==> src/rtl/icache_pkg.sv <==
// Shared types and address-split helpers for the direct-mapped instruction cache.
package icache_pkg;

  typedef enum logic {
    IDLE   = 1'b0,
    REFILL = 1'b1
  } state_e;

  localparam int DEF_LINES          = 16;
  localparam int DEF_WORDS_PER_LINE = 4;

  function automatic int off_w(input int words_per_line);
    return $clog2(words_per_line);
  endfunction

  function automatic int idx_w(input int lines);
    return $clog2(lines);
  endfunction

  // Byte address = {tag, index, offset, 2'b00}.
  function automatic int tag_w(input int lines, input int words_per_line);
    return 32 - $clog2(lines) - $clog2(words_per_line) - 2;
  endfunction

  localparam int DEF_OFF_W = off_w(DEF_WORDS_PER_LINE);
  localparam int DEF_IDX_W = idx_w(DEF_LINES);
  localparam int DEF_TAG_W = tag_w(DEF_LINES, DEF_WORDS_PER_LINE);

endpackage

==> src/rtl/icache_line_ram.sv <==
// Tag and data storage for the instruction cache: combinational read by index,
// synchronous single-word write and tag write.
module icache_line_ram
  import icache_pkg::*;
#(
  parameter int LINES          = DEF_LINES,
  parameter int WORDS_PER_LINE = DEF_WORDS_PER_LINE,
  localparam int OFF_W         = off_w(WORDS_PER_LINE),
  localparam int IDX_W         = idx_w(LINES),
  localparam int TAG_W         = tag_w(LINES, WORDS_PER_LINE)
) (
  input  logic             clk_i,
  input  logic [IDX_W-1:0] rd_idx_i,
  input  logic [OFF_W-1:0] rd_off_i,
  output logic [TAG_W-1:0] rd_tag_o,
  output logic [31:0]      rd_word_o,
  input  logic             word_we_i,
  input  logic [IDX_W-1:0] wr_idx_i,
  input  logic [OFF_W-1:0] wr_off_i,
  input  logic [31:0]      wr_word_i,
  input  logic             tag_we_i,
  input  logic [TAG_W-1:0] wr_tag_i
);

  logic [TAG_W-1:0] tag_mem  [LINES];
  logic [31:0]      data_mem [LINES][WORDS_PER_LINE];

  assign rd_tag_o  = tag_mem[rd_idx_i];
  assign rd_word_o = data_mem[rd_idx_i][rd_off_i];

  // NOTE: the arrays have no reset; the valid bits in the controller decide
  // whether their contents mean anything, so clearing them would only cost logic.
  always_ff @(posedge clk_i) begin
    if (word_we_i) begin
      data_mem[wr_idx_i][wr_off_i] <= wr_word_i;
    end
    if (tag_we_i) begin
      tag_mem[wr_idx_i] <= wr_tag_i;
    end
  end

endmodule

==> src/rtl/icache_fetch.sv <==
// Direct-mapped read-only instruction cache with a line-refill FSM.
// Define ICACHE_PERF_EN to add saturating hit/miss counters (perf_hit_o, perf_miss_o).
module icache_fetch
  import icache_pkg::*;
#(
  parameter int LINES          = DEF_LINES,
  parameter int WORDS_PER_LINE = DEF_WORDS_PER_LINE
) (
  input  logic        clk_i,
  input  logic        rst_i,
  input  logic        cpu_req_i,
  input  logic [31:0] cpu_addr_i,
  output logic [31:0] cpu_instr_o,
  output logic        cpu_valid_o,
  output logic        cpu_stall_o,
  input  logic        flush_i,
  output logic        mem_req_o,
  output logic [31:0] mem_addr_o,
  input  logic [31:0] mem_data_i,
  input  logic        mem_ready_i
`ifdef ICACHE_PERF_EN
  ,
  output logic [31:0] perf_hit_o,
  output logic [31:0] perf_miss_o
`endif
);

  localparam int OFF_W  = off_w(WORDS_PER_LINE);
  localparam int IDX_W  = idx_w(LINES);
  localparam int TAG_W  = tag_w(LINES, WORDS_PER_LINE);
  localparam int LINE_W = TAG_W + IDX_W;

  state_e            state_q,    state_d;
  logic [OFF_W-1:0]  beat_q,     beat_d;
  logic [LINE_W-1:0] line_q,     line_d;
  logic              mem_req_q,  mem_req_d;
  logic [31:0]       mem_addr_q, mem_addr_d;
  logic [LINES-1:0]  valid_q,    valid_d;

  logic [OFF_W-1:0]  cpu_off;
  logic [IDX_W-1:0]  cpu_idx;
  logic [TAG_W-1:0]  cpu_tag;
  logic [LINE_W-1:0] cpu_line;
  logic [TAG_W-1:0]  rd_tag;
  logic [31:0]       rd_word;
  logic              hit;
  logic              word_we;
  logic              tag_we;
  logic              miss_start;
  logic              unused_addr_bits;

  assign cpu_off  = cpu_addr_i[OFF_W+1:2];
  assign cpu_idx  = cpu_addr_i[IDX_W+OFF_W+1:OFF_W+2];
  assign cpu_tag  = cpu_addr_i[31:IDX_W+OFF_W+2];
  assign cpu_line = cpu_addr_i[31:OFF_W+2];
  assign unused_addr_bits = ^cpu_addr_i[1:0];

  assign hit = (state_q == IDLE) && cpu_req_i && valid_q[cpu_idx] && (rd_tag == cpu_tag);

  icache_line_ram #(
    .LINES          (LINES),
    .WORDS_PER_LINE (WORDS_PER_LINE)
  ) u_line_ram (
    .clk_i     (clk_i),
    .rd_idx_i  (cpu_idx),
    .rd_off_i  (cpu_off),
    .rd_tag_o  (rd_tag),
    .rd_word_o (rd_word),
    .word_we_i (word_we),
    .wr_idx_i  (line_q[IDX_W-1:0]),
    .wr_off_i  (beat_q),
    .wr_word_i (mem_data_i),
    .tag_we_i  (tag_we),
    .wr_tag_i  (line_q[LINE_W-1:IDX_W])
  );

  // NOTE: every signal written here gets a default first, so no path can leave
  // one unassigned and infer a latch.
  always_comb begin
    state_d     = state_q;
    beat_d      = beat_q;
    line_d      = line_q;
    mem_req_d   = mem_req_q;
    mem_addr_d  = mem_addr_q;
    valid_d     = valid_q;
    word_we     = 1'b0;
    tag_we      = 1'b0;
    miss_start  = 1'b0;
    cpu_valid_o = 1'b0;
    cpu_stall_o = 1'b0;

    case (state_q)
      IDLE: begin
        cpu_valid_o = hit;
        cpu_stall_o = cpu_req_i && !hit;
        if (cpu_req_i && !hit) begin
          miss_start = 1'b1;
          state_d    = REFILL;
          line_d     = cpu_line;
          beat_d     = '0;
          mem_req_d  = 1'b1;
          mem_addr_d = {cpu_line, {OFF_W{1'b0}}, 2'b00};
        end
      end
      REFILL: begin
        cpu_stall_o = 1'b1;
        if (mem_ready_i) begin
          word_we    = 1'b1;
          beat_d     = beat_q + OFF_W'(1);
          mem_addr_d = {line_q, beat_q + OFF_W'(1), 2'b00};
          if (&beat_q) begin
            tag_we    = 1'b1;
            mem_req_d = 1'b0;
            state_d   = IDLE;
          end
        end
      end
      default: state_d = IDLE;
    endcase

    // The line completing this edge survives a simultaneous flush.
    if (flush_i) begin
      valid_d = '0;
    end
    if (tag_we) begin
      valid_d[line_q[IDX_W-1:0]] = 1'b1;
    end
  end

  // NOTE: sequential state uses non-blocking assignments so every flop samples
  // its _d value from before the edge, independent of statement order.
  always_ff @(posedge clk_i) begin
    if (rst_i) begin
      state_q    <= IDLE;
      beat_q     <= '0;
      line_q     <= '0;
      mem_req_q  <= 1'b0;
      mem_addr_q <= '0;
      valid_q    <= '0;
    end else begin
      state_q    <= state_d;
      beat_q     <= beat_d;
      line_q     <= line_d;
      mem_req_q  <= mem_req_d;
      mem_addr_q <= mem_addr_d;
      valid_q    <= valid_d;
    end
  end

  assign cpu_instr_o = rd_word;
  assign mem_req_o   = mem_req_q;
  assign mem_addr_o  = mem_addr_q;

`ifdef ICACHE_PERF_EN
  logic [31:0] perf_hit_q,  perf_hit_d;
  logic [31:0] perf_miss_q, perf_miss_d;

  always_comb begin
    perf_hit_d  = perf_hit_q;
    perf_miss_d = perf_miss_q;
    if (hit && (perf_hit_q != '1)) begin
      perf_hit_d = perf_hit_q + 32'd1;
    end
    if (miss_start && (perf_miss_q != '1)) begin
      perf_miss_d = perf_miss_q + 32'd1;
    end
  end

  always_ff @(posedge clk_i) begin
    if (rst_i) begin
      perf_hit_q  <= '0;
      perf_miss_q <= '0;
    end else begin
      perf_hit_q  <= perf_hit_d;
      perf_miss_q <= perf_miss_d;
    end
  end

  assign perf_hit_o  = perf_hit_q;
  assign perf_miss_o = perf_miss_q;
`endif

endmodule

==> config.mk <==
export PLATFORM = sky130hd
export DESIGN_NAME = icache_fetch
export DESIGN_NICKNAME = d
export VERILOG_FILES = /design/src/rtl/icache_pkg.sv /design/src/rtl/icache_line_ram.sv /design/src/rtl/icache_fetch.sv
export SDC_FILE = /design/constraint.sdc
export NUM_CORES = 2
export LEC_CHECK = 0
export BUFFER_PORTS_ARGS = -buffer_cell sky130_fd_sc_hd__buf_2
export CAP_MARGIN = 40
export CORE_MARGIN = 2
export CORE_UTILIZATION = 55
export DETAILED_ROUTE_END_ITERATION = 7
export PLACE_DENSITY = 0.72
export SLEW_MARGIN = 20
export SYNTH_ARGS = -nofsm -noshare
export SYNTH_HDL_FRONTEND = slang
export SYNTH_SLANG_ARGS = --single-unit
==> constraint.sdc <==
create_clock -name clk_i -period 6.4 [get_ports clk_i]
set_input_delay 1.6 -clock clk_i [delete_from_list [all_inputs] [get_ports clk_i]]
set_output_delay 1.6 -clock clk_i [all_outputs]
set_load 0.1 [all_outputs]
==> impl_summary.md <==
Synth
The number of enable flip-flop cells after synthesis is 2432. The fraction of the yosys area taken by sequential cells is 77.0%. Synthesis produced a netlist whose cell count is 4158. In this run the mean area of a mapped cell was 23.3 um2. The library cell occupying the most area in the post-synthesis netlist is sky130_fd_sc_hd__edfxtp_1. By count the netlist is led by sky130_fd_sc_hd__edfxtp_1, sky130_fd_sc_hd__mux4_2, sky130_fd_sc_hd__nor2_1. For this run, the leading register cell type out of synthesis is sky130_fd_sc_hd__edfxtp_1.

Synthesis inferred 2508 register bits. Counting flops with an async set or reset pin after synthesis yields a share of 0%. In the post-synthesis netlist, the biggest area contributors are sky130_fd_sc_hd__edfxtp_1, sky130_fd_sc_hd__mux4_2, sky130_fd_sc_hd__dfxtp_1. During synthesis, Yosys emitted a total of 0 warnings.

Summed over its instances, the top area cell type makes up 75.5% of the synthesized netlist area. The cell area that synthesis handed to floorplanning was 0.0968 mm2. The cell with the most instances after synthesis is sky130_fd_sc_hd__edfxtp_1. The synthesized netlist contains 68 unique library cells.

Worst setup path
The element type at the critical path start is an input port. The signal on the critical path passes through buf_8 -> buf_12 -> buf_4 -> mux4_2 -> mux4_2 -> mux4_2 -> buf_2. The highest fanout seen on the critical path is 42. The critical-path cell with the highest stage delay is sky130_fd_sc_hd__mux4_2. At the worst endpoint, the arrival time is 4.67 ns.

The setup check on the worst reg-to-reg path leaves a slack of 2.32 ns. The most repeated library cell on the critical path is sky130_fd_sc_hd__mux4_2. The worst setup path category is input port to output pin. For this run, the slowest stage of the critical path takes 0.61 ns. STA puts the critical path data required time at 4.80 ns. The worst setup path is captured at an output pin.

Final layout
The area overhead of the layout relative to synthesis is 14.9%. The final-stage net count is 4637. The count of cells in the finished layout, fillers not included, comes to 7083. The fraction of layout instances using a drive strength above 1 is 34.1%.

The count of fill cells added during filler insertion is 10900. After routing the design area is 0.111 mm2. The core utilization of the finished layout is 63.8%.

Clock tree
TritonCTS built the clock tree. The post-CTS clock slew at the launch and capture registers of the worst setup and hold paths is 0.06 ns. Counting along the longest clock path gives a buffer depth of 3. The H-tree was split into 4 levels. After clock tree synthesis, the flow added hold-fix buffers numbering 0. In this run the post-CTS setup repair buffer count came out at 0. The count of instances resized after the clock tree is built is 0. The number of clock buffers inserted by TritonCTS is 234. The source-to-sink clock delay at the later pin of the worst-skew pair is 0.88 ns. The clock drives 2508 sinks. The clock root buffer master is sky130_fd_sc_hd__clkbuf_16.

Route
The detailed router placed 46900 vias in this run. The detail-routed net length per standard cell is 33.6 um. The number of DRC violations after detailed-routing iteration 0 is 6480. The first detailed-routing pass took 5 iterations.

Dividing the detail-routed via count by the number of cells gives 6.62. Once detail routing completed, the nets flagged for antenna violations numbered 0. The DRC violation count after routing is 0.

The total wire length after detailed routing is 238 mm.

Pwr
Sequential cells burn 53.4% of the power. The power share of the combinational group is 6.5%. The switching power total is 7400 uW. The total power after layout is 33900 uW. The maximum vdd drop is 0.305 mV. The power per cell area is 305 mW/mm2. The static leakage is 0.0350 uW.

The internal power is 26500 uW. Net switching is 21.8% of the power. The share of total power in the clock network is 40.1%.

Placement
The instance area at placement is 0.104 mm2. The number of cells in the design after placement is 6651. Routability-driven placement finished with a final weighted congestion of 0.829.

The post-detailed-placement half-perimeter wirelength is 139 mm. During placement, the flow inserted port buffers numbering 131.

Die
The initial core utilization is 55.5%. The core region is 0.174 mm2. The die covers 0.179 mm2. During I/O placement, the number of pins put on the boundary was 136. Row generation in the floorplan step produced 153 rows. The width of the die is 423 um. The vertical extent of the die is 423 um.

Global routing
The global-route usage over all layers is 26.7%. Entering global routing, the biggest net connects 87 pins. The number of global-route vias before repair is 47100. The first global-routing pass estimated 340 mm of wire. The number of antenna violations at the first check in global routing was 14. Global routing finished with a remaining overflow of 0.

Min path
The type of the most critical hold path is flip-flop to flip-flop.

Outcome
The run finished with clean final reports.

STA
For the final routed database, the setup TNS stands at 0 ns. The final count of hold timing violations was 0. For the pin with the worst max-slew slack, the measured transition is 0.888 ns. Counting I/O delays and the setup requirement, the final critical path takes 6.27 ns. Timing would allow up to 160 MHz. Setup violations remaining at the end of the flow were counted as 0. The clock skew after layout is 0.0702 ns.

The period utilization is 98.0%. The remaining max-slew budget at the tightest pin is 40.7%. The count of final max-slew check failures is 0. Setup repair after global routing left no endpoint under its margin.

Job
The tool flagged a number of max-cap violations equal to 0.
==> logic make-up (layout without fill, tap and decap cells) <==
| family | after synthesis | after routing | share of synthesized area (%) |
|---|---|---|---|
| xor gates and xnor gates | 32 | 32 | 0.290 |
| adders and majority gates | 4 | 4 | 0.0517 |
| other | 1 | 6 | 0.00387 |
| DFF | 2508 | 2508 | 77.0 |
| and+or+nand+nor | 266 | 266 | 1.37 |
| AOI/OAI and AO/OA | 232 | 232 | 1.66 |
| muxes | 864 | 864 | 18.3 |
| buffers and inverters | 251 | 846 | 1.29 |
==> sequential cells by signal (all words and copies together) (netlist names) <==
name	flops
state_q	1
mem_addr_o	29
valid_q	16
beat_q	1
mem_req_o	1
u_line_ram.data_mem	2048
u_line_ram.tag_mem	384
line_q	28
==> metrics by stage <==
step                      hold slack [ns]  worst slack (ns)
after global routing                0.485           0.00655
after detailed placement            0.454            0.0556
final                               0.462             0.131
after CTS                           0.463            0.0495
after floorplan                     0.451            0.0721
after global placement              0.449             0.103
==> final timing paths <==
path                                 endpoint  depth (start not counted)                            startpoint
hold reg to reg        mem_req_o$_SDFFE_PP0P_                          2                mem_req_o$_SDFFE_PP0P_
setup reg to reg  mem_addr_o[26]$_SDFFE_PP0P_                         14  u_line_ram.tag_mem[15][23]$_DFFE_PP_
setup / recovery              cpu_instr_o[26]                          7                         cpu_addr_i[5]
hold / removal         mem_req_o$_SDFFE_PP0P_                          2                mem_req_o$_SDFFE_PP0P_
==> placed cells by master (no fill, tap or decap), drive strengths merged, types with 3 or more instances in the layout <==
| cell | count |
|---|---|
| a211oi | 38 |
| a21oi | 56 |
| a221oi | 7 |
| a22oi | 15 |
| a31oi | 7 |
| and2 | 4 |
| buf | 412 |
| bufinv | 18 |
| clkbuf | 303 |
| clkinv | 100 |
| clkinvlp | 7 |
| dfxtp | 76 |
| diode | 4 |
| edfxtp | 2432 |
| ha | 4 |
| inv | 6 |
| mux2 | 31 |
| mux2i | 111 |
| mux4 | 722 |
| nand2 | 38 |
| nand2b | 7 |
| nand3 | 11 |
| nand4 | 6 |
| nor2 | 135 |
| nor2b | 16 |
| nor3 | 6 |
| o211ai | 3 |
| o21a | 29 |
| o21ai | 36 |
| o22ai | 16 |
| o31ai | 4 |
| or3 | 4 |
| or3b | 25 |
| xnor2 | 11 |
| xor2 | 21 |
==> layout make-up <==
type	count	area [um2]	area share [%]
diodes	4	10.0	0.00900
flip-flops and latches	2508	74600	67.0
clock inverters	124	1260	1.13
inverters	7	26.3	0.0236
clock buffers	302	6280	5.65
well taps	2325	2910	2.62
repair buffers	413	4490	4.04
multi-input cells	1400	21700	19.5
==> critical path: cells and delay by family <==
| family | cells | cell delay (ns) |
|---|---|---|
| buf+inv | 4 | 1.46 |
| mux | 3 | 1.50 |
==> metal layers <==
layer,vias to the layer above,GRT usage [%],share of wire (%)
met5,-,0,0.032
met4,12,8.35,3.2
met3,413,5.27,10
met2,2812,42.1,48
met1,25100,38.3,38
li1,18600,-,-
==> power by group through the flow <==
stage	Combinational (uW)	Clock, uW	Sequential [uW]
4_1_cts	2180	13700	18100
3_3_place_gp	2080	0	18500
3_5_place_dp	2170	0	18500
6_report	2190	13600	18100
5_1_grt	2280	14300	18100
2_1_floorplan	1230	0	18600
(Power assumes the default switching activity.)
